### src/rtl/tc7_pkg.sv
// Shared definitions for the mod-7 thermometer-code datapath: legal code table
// and conversions between TC codes and binary values.
package tc7_pkg;

  localparam int TC7_W = 6;
  localparam int MOD7  = 7;

  localparam logic [TC7_W-1:0] TC7_CODE [MOD7] = '{
    6'b000000, 6'b000001, 6'b000011, 6'b000111,
    6'b001111, 6'b011111, 6'b111111
  };

  typedef struct packed {
    logic [TC7_W-1:0] tc;
    logic [2:0]       bin;
    logic             err;
  } tc7_sum_t;

  function automatic logic tc7_is_legal(input logic [TC7_W-1:0] code);
    logic hit;
    hit = 1'b0;
    for (int v = 0; v < MOD7; v++)
      if (code == TC7_CODE[v]) hit = 1'b1;
    return hit;
  endfunction

  // Illegal codes decode to 0 so downstream arithmetic never sees X.
  function automatic logic [2:0] tc7_to_val(input logic [TC7_W-1:0] code);
    logic [2:0] val;
    val = '0;
    for (int v = 0; v < MOD7; v++)
      if (code == TC7_CODE[v]) val = 3'(v);
    return val;
  endfunction

  function automatic logic [TC7_W-1:0] val_to_tc7(input logic [2:0] val);
    logic [TC7_W-1:0] code;
    code = '0;
    for (int v = 0; v < MOD7; v++)
      if (val == 3'(v)) code = TC7_CODE[v];
    return code;
  endfunction

endpackage

### src/rtl/tc7_mod_add.sv
// Combinational mod-7 adder on thermometer-coded operands; flags illegal codes
// and forces a zero result in that case.
module tc7_mod_add
  import tc7_pkg::*;
(
  input  logic [TC7_W-1:0] a,
  input  logic [TC7_W-1:0] b,
  output logic [TC7_W-1:0] sum_tc,
  output logic [2:0]       sum_bin,
  output logic             err
);

  logic [2:0] va;
  logic [2:0] vb;
  logic [3:0] raw;
  logic [2:0] wrapped;

  always_comb begin
    va      = tc7_to_val(a);
    vb      = tc7_to_val(b);
    raw     = {1'b0, va} + {1'b0, vb};
    // Sum is at most 12, so a single conditional subtract reduces it mod 7.
    wrapped = (raw >= 4'(MOD7)) ? 3'(raw - 4'(MOD7)) : raw[2:0];
    err     = !(tc7_is_legal(a) && tc7_is_legal(b));
    sum_bin = err ? 3'b000 : wrapped;
    sum_tc  = val_to_tc7(sum_bin);
  end

endmodule

### src/rtl/tc7_add_arbiter.sv
// Round-robin sharing of one mod-7 TC adder among NREQ requesters, with a
// single-entry result register and a saturating malformed-operand counter.
module tc7_add_arbiter
  import tc7_pkg::*;
#(
  parameter int NREQ = 4,
  parameter int IDW  = 2,
  parameter int ECW  = 8
) (
  input  logic                    clk,
  input  logic                    rst,
  input  logic [NREQ-1:0]         req_valid,
  output logic [NREQ-1:0]         req_ready,
  input  logic [TC7_W*NREQ-1:0]   req_a,
  input  logic [TC7_W*NREQ-1:0]   req_b,
  output logic                    res_valid,
  input  logic                    res_ready,
  output logic [IDW-1:0]          res_id,
  output logic [TC7_W-1:0]        res_tc,
  output logic [2:0]              res_bin,
  output logic                    res_err,
  output logic [ECW-1:0]          err_cnt
);

  localparam logic [IDW-1:0] LAST_ID = IDW'(NREQ - 1);

  function automatic logic [ECW-1:0] sat_inc(input logic [ECW-1:0] cnt);
    return (&cnt) ? cnt : cnt + ECW'(1);
  endfunction

  function automatic logic [IDW-1:0] next_ptr(input logic [IDW-1:0] g);
    return (g == LAST_ID) ? '0 : g + IDW'(1);
  endfunction

  logic [IDW-1:0]   ptr;
  logic             vld_p1;
  logic [IDW-1:0]   id_p1;
  tc7_sum_t         sum_p1;
  logic [ECW-1:0]   cnt;

  logic             free;
  logic             gnt_vld;
  logic [IDW-1:0]   gnt_idx;
  logic [TC7_W-1:0] op_a;
  logic [TC7_W-1:0] op_b;
  logic             xfer;
  tc7_sum_t         sum_p0;
  int               j;

  // Stage p0: arbitration and operand select
  assign free = !vld_p1 || res_ready;

  always_comb begin
    gnt_vld = 1'b0;
    gnt_idx = '0;
    op_a    = '0;
    op_b    = '0;
    j       = 0;
    for (int k = 0; k < NREQ; k++) begin
      j = int'(ptr) + k;
      if (j >= NREQ) j = j - NREQ;
      if (free && !gnt_vld && req_valid[j]) begin
        gnt_vld = 1'b1;
        gnt_idx = IDW'(j);
        op_a    = req_a[TC7_W*j +: TC7_W];
        op_b    = req_b[TC7_W*j +: TC7_W];
      end
    end
  end

  assign xfer = gnt_vld && !rst;

  always_comb begin
    req_ready = '0;
    if (xfer) req_ready[gnt_idx] = 1'b1;
  end

  tc7_mod_add u_add (
    .a       (op_a),
    .b       (op_b),
    .sum_tc  (sum_p0.tc),
    .sum_bin (sum_p0.bin),
    .err     (sum_p0.err)
  );

  // Stage p1: result register, pointer and error counter
  always_ff @(posedge clk or posedge rst) begin
    if (rst) begin
      vld_p1 <= 1'b0;
      id_p1  <= '0;
      sum_p1 <= '0;
      ptr    <= '0;
      cnt    <= '0;
    end else if (xfer) begin
      vld_p1 <= 1'b1;
      id_p1  <= gnt_idx;
      sum_p1 <= sum_p0;
      ptr    <= next_ptr(gnt_idx);
      if (sum_p0.err) cnt <= sat_inc(cnt);
    end else if (res_ready) begin
      vld_p1 <= 1'b0;
    end
  end

  assign res_valid = vld_p1;
  assign res_id    = id_p1;
  assign res_tc    = sum_p1.tc;
  assign res_bin   = sum_p1.bin;
  assign res_err   = sum_p1.err;
  assign err_cnt   = cnt;

endmodule

### config.mk
export PLATFORM = sky130hd
export DESIGN_NAME = tc7_add_arbiter
export DESIGN_NICKNAME = d
export VERILOG_FILES = /design/src/rtl/tc7_pkg.sv /design/src/rtl/tc7_mod_add.sv /design/src/rtl/tc7_add_arbiter.sv
export SDC_FILE = /design/constraint.sdc
export NUM_CORES = 1
export LEC_CHECK = 0
export CORE_ASPECT_RATIO = 0.8
export CORE_MARGIN = 2
export CORE_UTILIZATION = 60
export DETAILED_ROUTE_END_ITERATION = 8
export PLACE_DENSITY_LB_ADDON = 0.1
export SLEW_MARGIN = 20
export SYNTH_ARGS = -nofsm -noshare
export SYNTH_HDL_FRONTEND = slang
export SYNTH_SLANG_ARGS = --single-unit
export TNS_END_PERCENT = 50
### constraint.sdc
create_clock -name clk -period 10.8 [get_ports clk]
set_input_delay 2.16 -clock clk [delete_from_list [all_inputs] [get_ports clk]]
set_output_delay 2.16 -clock clk [all_outputs]
set_load 0.03 [all_outputs]
==> impl_metrics.py, run 1 <==
metrics = {
    "logic_synthesis": {
        "synthCells": 695,
        "syn-num-nets": 768,
        "synthTopCellsByArea": "mux4_2 (23%), mux2i_1 (12%), dfrtp_1 (9.0%), mux2_2 (3.9%), ha_1 (3.3%)",
        "ys.flop_type": "dfrtp_1",
        "netlist_area_um2": 6430,
        "ys_warn_count": 0,
        "synth_largest_area_cell": "mux4_2",
        "async_flop_share": 1.00,
        "synth_seq_cells": 23,
        "synth_top_area_frac": 0.235,
        "synth_area_per_cell_um2": 9.25,
        "synth-edff-count": 0,
        "ys_types": 86,
        "ys_seq_area_frac": 0.0895,
    },
    "floorplan": {
        "die-area_um2": 11600,
        "die_h_um": 96.6,
        "boundaryPins": 80,
        "coreArea_um2": 10300,
        "rows": 33,
        "initial_core_util": 0.623,
        "die_x_um": 120,
    },
    "timing": {
        "post-route-period-util": 0.728,
        "fmax_mhz": 127,
        "tightest_slew_ns": 1.00,
        "maxSlewHeadroom": 0.332,
        "setup_viol_count_final": 0,
        "finalSetupTns_ns": 0,
        "hold_viol": 0,
        "period_needed_ns": 7.86,
        "rsz0062_at_grt": "no",
        "skew_ns": 0.00134,
        "slew_viol_final": 0,
    },
    "pwr": {
        "power_density_nw_per_um2": 387,
        "ir_worst_vdd_uv": 448,
        "leakagePower_uw": 0.00273,
        "total_power_uw": 2760,
    },
    "hold_path": {
        "min_path_cells": 1,
        "whs_endpoint": "err_cnt[6]",
        "min_from": "err_cnt[6]",
        "hold_path_class": "reg2reg",
    },
    "worst_setup_path": {
        "cp.required_ns": 10.95,
        "arrival_ns": 8.01,
        "worstReg2RegStart": "ptr[0]",
        "critPathLaunch": "ptr[0]",
        "rrSetupSlack_ns": 2.94,
        "r2r_end": "res_tc[2]",
        "crit_path_end_kind": "flop",
        "r2r_cells": 23,
        "critPathLaunchType": "flop",
        "path_class": "reg2reg",
        "critPathMaxFanout": 62,
    },
    "cts": {
        "postCtsSetupBuffers": 0,
        "path_clk_slew_ns": 0.06,
        "htree_levels": 1,
        "cts-resized-gates": 0,
        "cts-root-buf": "clkbuf_16",
        "clock_latency_ns": 0.26,
        "cts_sinks": 23,
        "hold_buffers": 0,
        "cts_buffers": 3,
        "cts_buffer_depth": 2,
        "cts_tree": "built",
    },
    "layout": {
        "area_growth_pct": 10.9,
        "diodes": 0,
        "final_area_um2": 7130,
        "final_cell_mix": "clkdlybuf4s50_1 (79), mux2i_1 (77), mux4_2 (67)",
        "fillers": 831,
        "nets": 794,
        "drive_gt1_frac": 0.168,
        "layout_commonest_cell": "clkdlybuf4s50_1",
    },
    "detailed_routing": {
        "avgRoutedWirePerCell_um": 24.6,
        "firstDrtPassIters": 7,
        "drt-total-wl_um": 21100,
        "drtAntennaViolNets": 0,
        "post-route-drc-count": 0,
        "drt_iter0_drc": 1040,
        "vias": 6521,
        "via_per_inst": 7.58,
    },
    "global_route": {
        "grt_pass1_wl_um": 33200,
        "antenna_found_initial": 0,
        "grt_max_degree": 63,
        "grt_usage": 0.366,
        "grt_pass1_vias": 6037,
        "overflow": 0,
    },
    "place": {
        "placed_cell_area_um2": 7050,
        "dpl.hpwl_um": 15100,
        "port-buffer-count": 79,
        "gp_congestion": 1.04,
    },
    "run_status": {
        "outcome": "complete, no violations",
    },
    "run": {
        "cap_violations": 0,
    },
}
## cells by family (layout without fill, tap and decap cells)
family | count (synthesis) | in the layout | synth area share
buf+inv | 85 | 110 | 0.0771
compound gates | 187 | 187 | 0.211
other cells | 1 | 1 | 0.000583
simple gates | 199 | 199 | 0.164
xor+xnor | 12 | 12 | 0.0164
mux | 170 | 170 | 0.405
fa+ha+maj | 18 | 18 | 0.0362
flops | 23 | 23 | 0.0895
## cell type report
type                    instances  area [um2]  area share
clock buffers                   3        75.1      0.0105
repair buffers                 88         858       0.120
multi-input cells             587        5370       0.753
flip-flops and latches         23         579      0.0813
well taps                     140         175      0.0246
clock inverters                 1        5.00    0.000702
inverters                      18        67.6     0.00948
## worst max path at each step
stage                        end  slack, ns  cells after the start
floorplan              res_tc[2]       4.04                     32
global placement    req_ready[1]       3.26                      9
detailed placement     res_tc[2]       2.98                     19
CTS                 req_ready[1]       3.00                     10
global route           res_tc[0]       2.35                     24
finish                 res_tc[2]       2.94                     23
## routing by layer
metal  wire (um)  track usage  part of all wire  vias up
li1            -            -                 -     2841
met1        8800        0.517              0.42     3167
met2        9260        0.562              0.44      441
met3        2420       0.0957              0.11       72
met4         648       0.0951             0.031        0
met5           0            0                 0        -
## per-stage QoR
step / util / instances / worst slack [ns] / hold WS, ns
after floorplan: - / 695 / 4.04 / 0.651
after global placement: 0.683 / 856 / 3.26 / 0.473
after detailed placement: 0.683 / 856 / 2.98 / 0.469
after CTS: 0.691 / 860 / 3.00 / 0.487
after global routing: 0.691 / 860 / 2.35 / 0.512
final: 0.691 / 860 / 2.94 / 0.484
## synthesized netlist by cell type (11+ instances only)
cell type / count
o21ai_0: 27
ha_1: 17
nor3_1: 14
nor2_1: 39
a21oi_1: 33
nand2b_1: 12
inv_1: 14
nand2_1: 48
a211oi_1: 11
mux2i_1: 77
clkbuf_1: 27
mux2_2: 22
nand3_1: 16
buf_4: 13
mux4_2: 67
nor2b_1: 14
dfrtp_1: 23
## registers in the layout, indices dropped and copies added (netlist names)
register	cells
err_cnt	8
ptr	2
res_bin	3
res_err	1
res_id	2
res_tc	6
res_valid	1
## worst max-delay path, cell delays in order, from the launching register on
cell and delay [ns]:
dfrtp_4 0.76, inv_2 0.78, ha_4 0.69, inv_1 0.41, nor2_1 0.20, ha_1 0.24, nor3b_1 0.37, o21bai_1 0.51
nor3_1 0.14, a21oi_1 0.34, o32ai_1 0.20, nor2_1 0.23, o21ai_0 0.15, a211oi_1 0.31, ha_1 0.23, inv_1 0.05
fa_1 0.48, inv_1 0.05, ha_1 0.21, a21oi_1 0.25, mux2i_1 0.47, nor2b_1 0.18, nand2b_1 0.19, a32o_1 0.27
## power breakdown
| group | switching, uW | total (uW) | internal [uW] |
|---|---|---|---|
| sequential | 74.1 | 186 | 112 |
| combinational | 1410 | 2490 | 1080 |
| clock | 31.1 | 81.0 | 49.9 |
Note: power is estimated with default switching activity, not from simulation.
==> inputs of run 2 (changes only) <==
--- a/config.mk
+++ b/config.mk
@@ -7,7 +7,7 @@
 export LEC_CHECK = 0
 export CORE_ASPECT_RATIO = 0.8
 export CORE_MARGIN = 2
-export CORE_UTILIZATION = 60
+export CORE_UTILIZATION = 53
 export DETAILED_ROUTE_END_ITERATION = 8
 export PLACE_DENSITY_LB_ADDON = 0.1
 export SLEW_MARGIN = 20
==> constraint.sdc (replaced) <==
create_clock -name clk -period 6.6 [get_ports clk]
set_input_delay 1.32 -clock clk [delete_from_list [all_inputs] [get_ports clk]]
set_output_delay 1.32 -clock clk [all_outputs]
set_load 0.03 [all_outputs]
==> impl_metrics.py, run 2 (synthesis gave the netlist of run 1 again) <==
metrics = {
    "floorplan": {
        "die_x_um": 127,
        "initial_core_util": 0.550,
        "boundaryPins": 80,
        "die-area_um2": 13000,
        "die_h_um": 102,
        "rows": 35,
        "coreArea_um2": 11700,
    },
    "pwr": {
        "p_int_uw": 2200,
        "power_frac_comb": 0.918,
        "p_switching_uw": 2560,
        "clkPwrFrac": 0.029,
        "power.switching_fraction": 0.538,
        "ir_worst_vdd_uv": 765,
        "power_density_nw_per_um2": 644,
        "seq_power_share": 0.053,
        "total_power_uw": 4750,
        "leakagePower_uw": 0.00287,
    },
    "run_status": {
        "outcome": "complete, no violations",
    },
    "timing": {
        "rsz0062_at_grt": "no",
        "setup_viol_count_final": 0,
        "tightest_slew_ns": 0.743,
        "hold_viol": 0,
        "period_needed_ns": 6.30,
        "fin_ws_ns": 0.299,
        "finalSetupTns_ns": 0,
        "skew_ns": 0.00439,
        "slew_viol_final": 0,
        "post-route-period-util": 0.955,
        "fmax_mhz": 159,
        "maxSlewHeadroom": 0.502,
    },
    "worst_setup_path": {
        "cp.required_ns": 6.76,
        "worstReg2RegStart": "ptr[0]",
        "critPathLaunchType": "primary input",
        "r2r_end": "res_tc[2]",
        "critPathMaxFanout": 8,
        "path_class": "in2reg",
        "arrival_ns": 6.46,
        "crit_path_end_kind": "flop",
        "rrSetupSlack_ns": 0.37,
        "r2r_cells": 22,
    },
    "detailed_routing": {
        "via_per_inst": 7.34,
        "avgRoutedWirePerCell_um": 25.3,
        "post-route-drc-count": 0,
        "drt-total-wl_um": 22600,
        "met3_wirelength_um": 2400,
        "drt_iter0_drc": 875,
        "vias": 6578,
        "wl_met2_um": 10100,
        "drtAntennaViolNets": 0,
        "wl_met1_um": 9600,
        "firstDrtPassIters": 7,
        "top_layer_used": "met4",
    },
    "global_route": {
        "grt_usage": 0.349,
        "grt_pass1_vias": 6178,
        "overflow": 0,
        "grt_max_degree": 95,
        "grt_pass1_wl_um": 35700,
        "antenna_found_initial": 0,
    },
    "place": {
        "placed_cell_area_um2": 7300,
        "post-place-ws_ns": 0.105,
        "gp_congestion": 1.07,
        "dpl.hpwl_um": 16500,
        "port-buffer-count": 79,
    },
    "cts": {
        "cts_tree": "built",
        "cts_sinks": 23,
        "htree_levels": 1,
        "postCtsSetupBuffers": 0,
        "cts_buffers": 3,
        "hold_buffers": 0,
        "cts_buffer_depth": 2,
        "cts-root-buf": "clkbuf_16",
        "path_clk_slew_ns": 0.06,
        "clock_latency_ns": 0.27,
        "cts-resized-gates": 0,
    },
    "layout": {
        "largest_reg_flops": 8,
        "layout_commonest_cell": "clkdlybuf4s50_1",
        "fin_util": 0.631,
        "final_area_um2": 7380,
        "final_cell_mix": "clkdlybuf4s50_1 (79), mux2i_1 (76), mux4_2 (67)",
        "diodes": 0,
        "nets": 822,
        "area_growth_pct": 14.9,
        "drive_gt1_frac": 0.203,
    },
    "hold_path": {
        "min_from": "err_cnt[6]",
        "hold_path_class": "reg2reg",
        "whs_endpoint": "err_cnt[6]",
        "min_path_cells": 1,
    },
    "run": {
        "cap_violations": 0,
    },
}
## run 2: cell count changes in the layout (fill, tap and decap cells not counted)
cell	delta
dfrtp_2	+1
nor2b_1	-1
mux2i_1	-1
dfrtp_1	-1
mux2i_2	+1
buf_4	+26
buf_12	+2
nor2b_2	+1
## run 2: how the worst max path moves through the flow
stage                      start         to  slack (ns)  cells past startpoint
floorplan                 ptr[0]  res_tc[2]        0.05                     29
CTS                 req_valid[3]  res_tc[2]        0.39                     19
finish              req_valid[3]  res_tc[2]        0.30                     19
detailed placement  req_valid[3]  res_tc[2]        0.10                     19
global route              ptr[0]  res_tc[0]        0.03                     23
global placement    req_valid[3]  res_tc[2]        0.37                     19
## run 2: worst max-delay path, stage by stage
cell             delay, ns
clkdlybuf4s50_1       0.52
mux4_1                0.64
or3_4                 0.44
nor3b_4               0.43
a221oi_1              0.19
buf_4                 0.19
nor2_1                0.10
o21ai_0               0.10
a211oi_1              0.28
ha_1                  0.21
inv_1                 0.05
fa_1                  0.49
inv_1                 0.07
ha_1                  0.23
a21oi_1               0.29
mux2i_2               0.36
nor2b_2               0.11
nand2b_1              0.15
a32o_1                0.26
## run 2: through the flow
| stage | std cells | hold slack, ns |
|---|---|---|
| 4_1_cts | 896 | 0.488 |
| 2_1_floorplan | 695 | 0.651 |
| 6_report | 896 | 0.487 |
| 5_1_grt | 896 | 0.510 |
| 3_5_place_dp | 892 | 0.475 |
| 3_3_place_gp | 892 | 0.469 |
## run 2: power by group through the flow
stage	Combinational, uW	Clock (uW)	Sequential, uW
2_1_floorplan	3240	0	288
3_3_place_gp	4180	0	250
3_5_place_dp	4250	0	254
4_1_cts	4270	140	252
5_1_grt	4650	146	261
6_report	4370	136	252
## run 2: area by class of cell
class	instances	area, um2
sequential	23	581
clock buffer	3	75.1
timing repair buffer	116	1090
fill	993	4310
clock inverter	1	5.00
inverter	18	67.6
multi-input combinational	587	5380
tap	148	185
## run 2: metal layers
| metal | vias up | GRT usage |
|---|---|---|
| li1 | 2884 | - |
| met1 | 3215 | 0.518 |
| met2 | 413 | 0.531 |
| met3 | 66 | 0.0618 |
| met4 | 0 | 0.0930 |
| met5 | - | 0 |
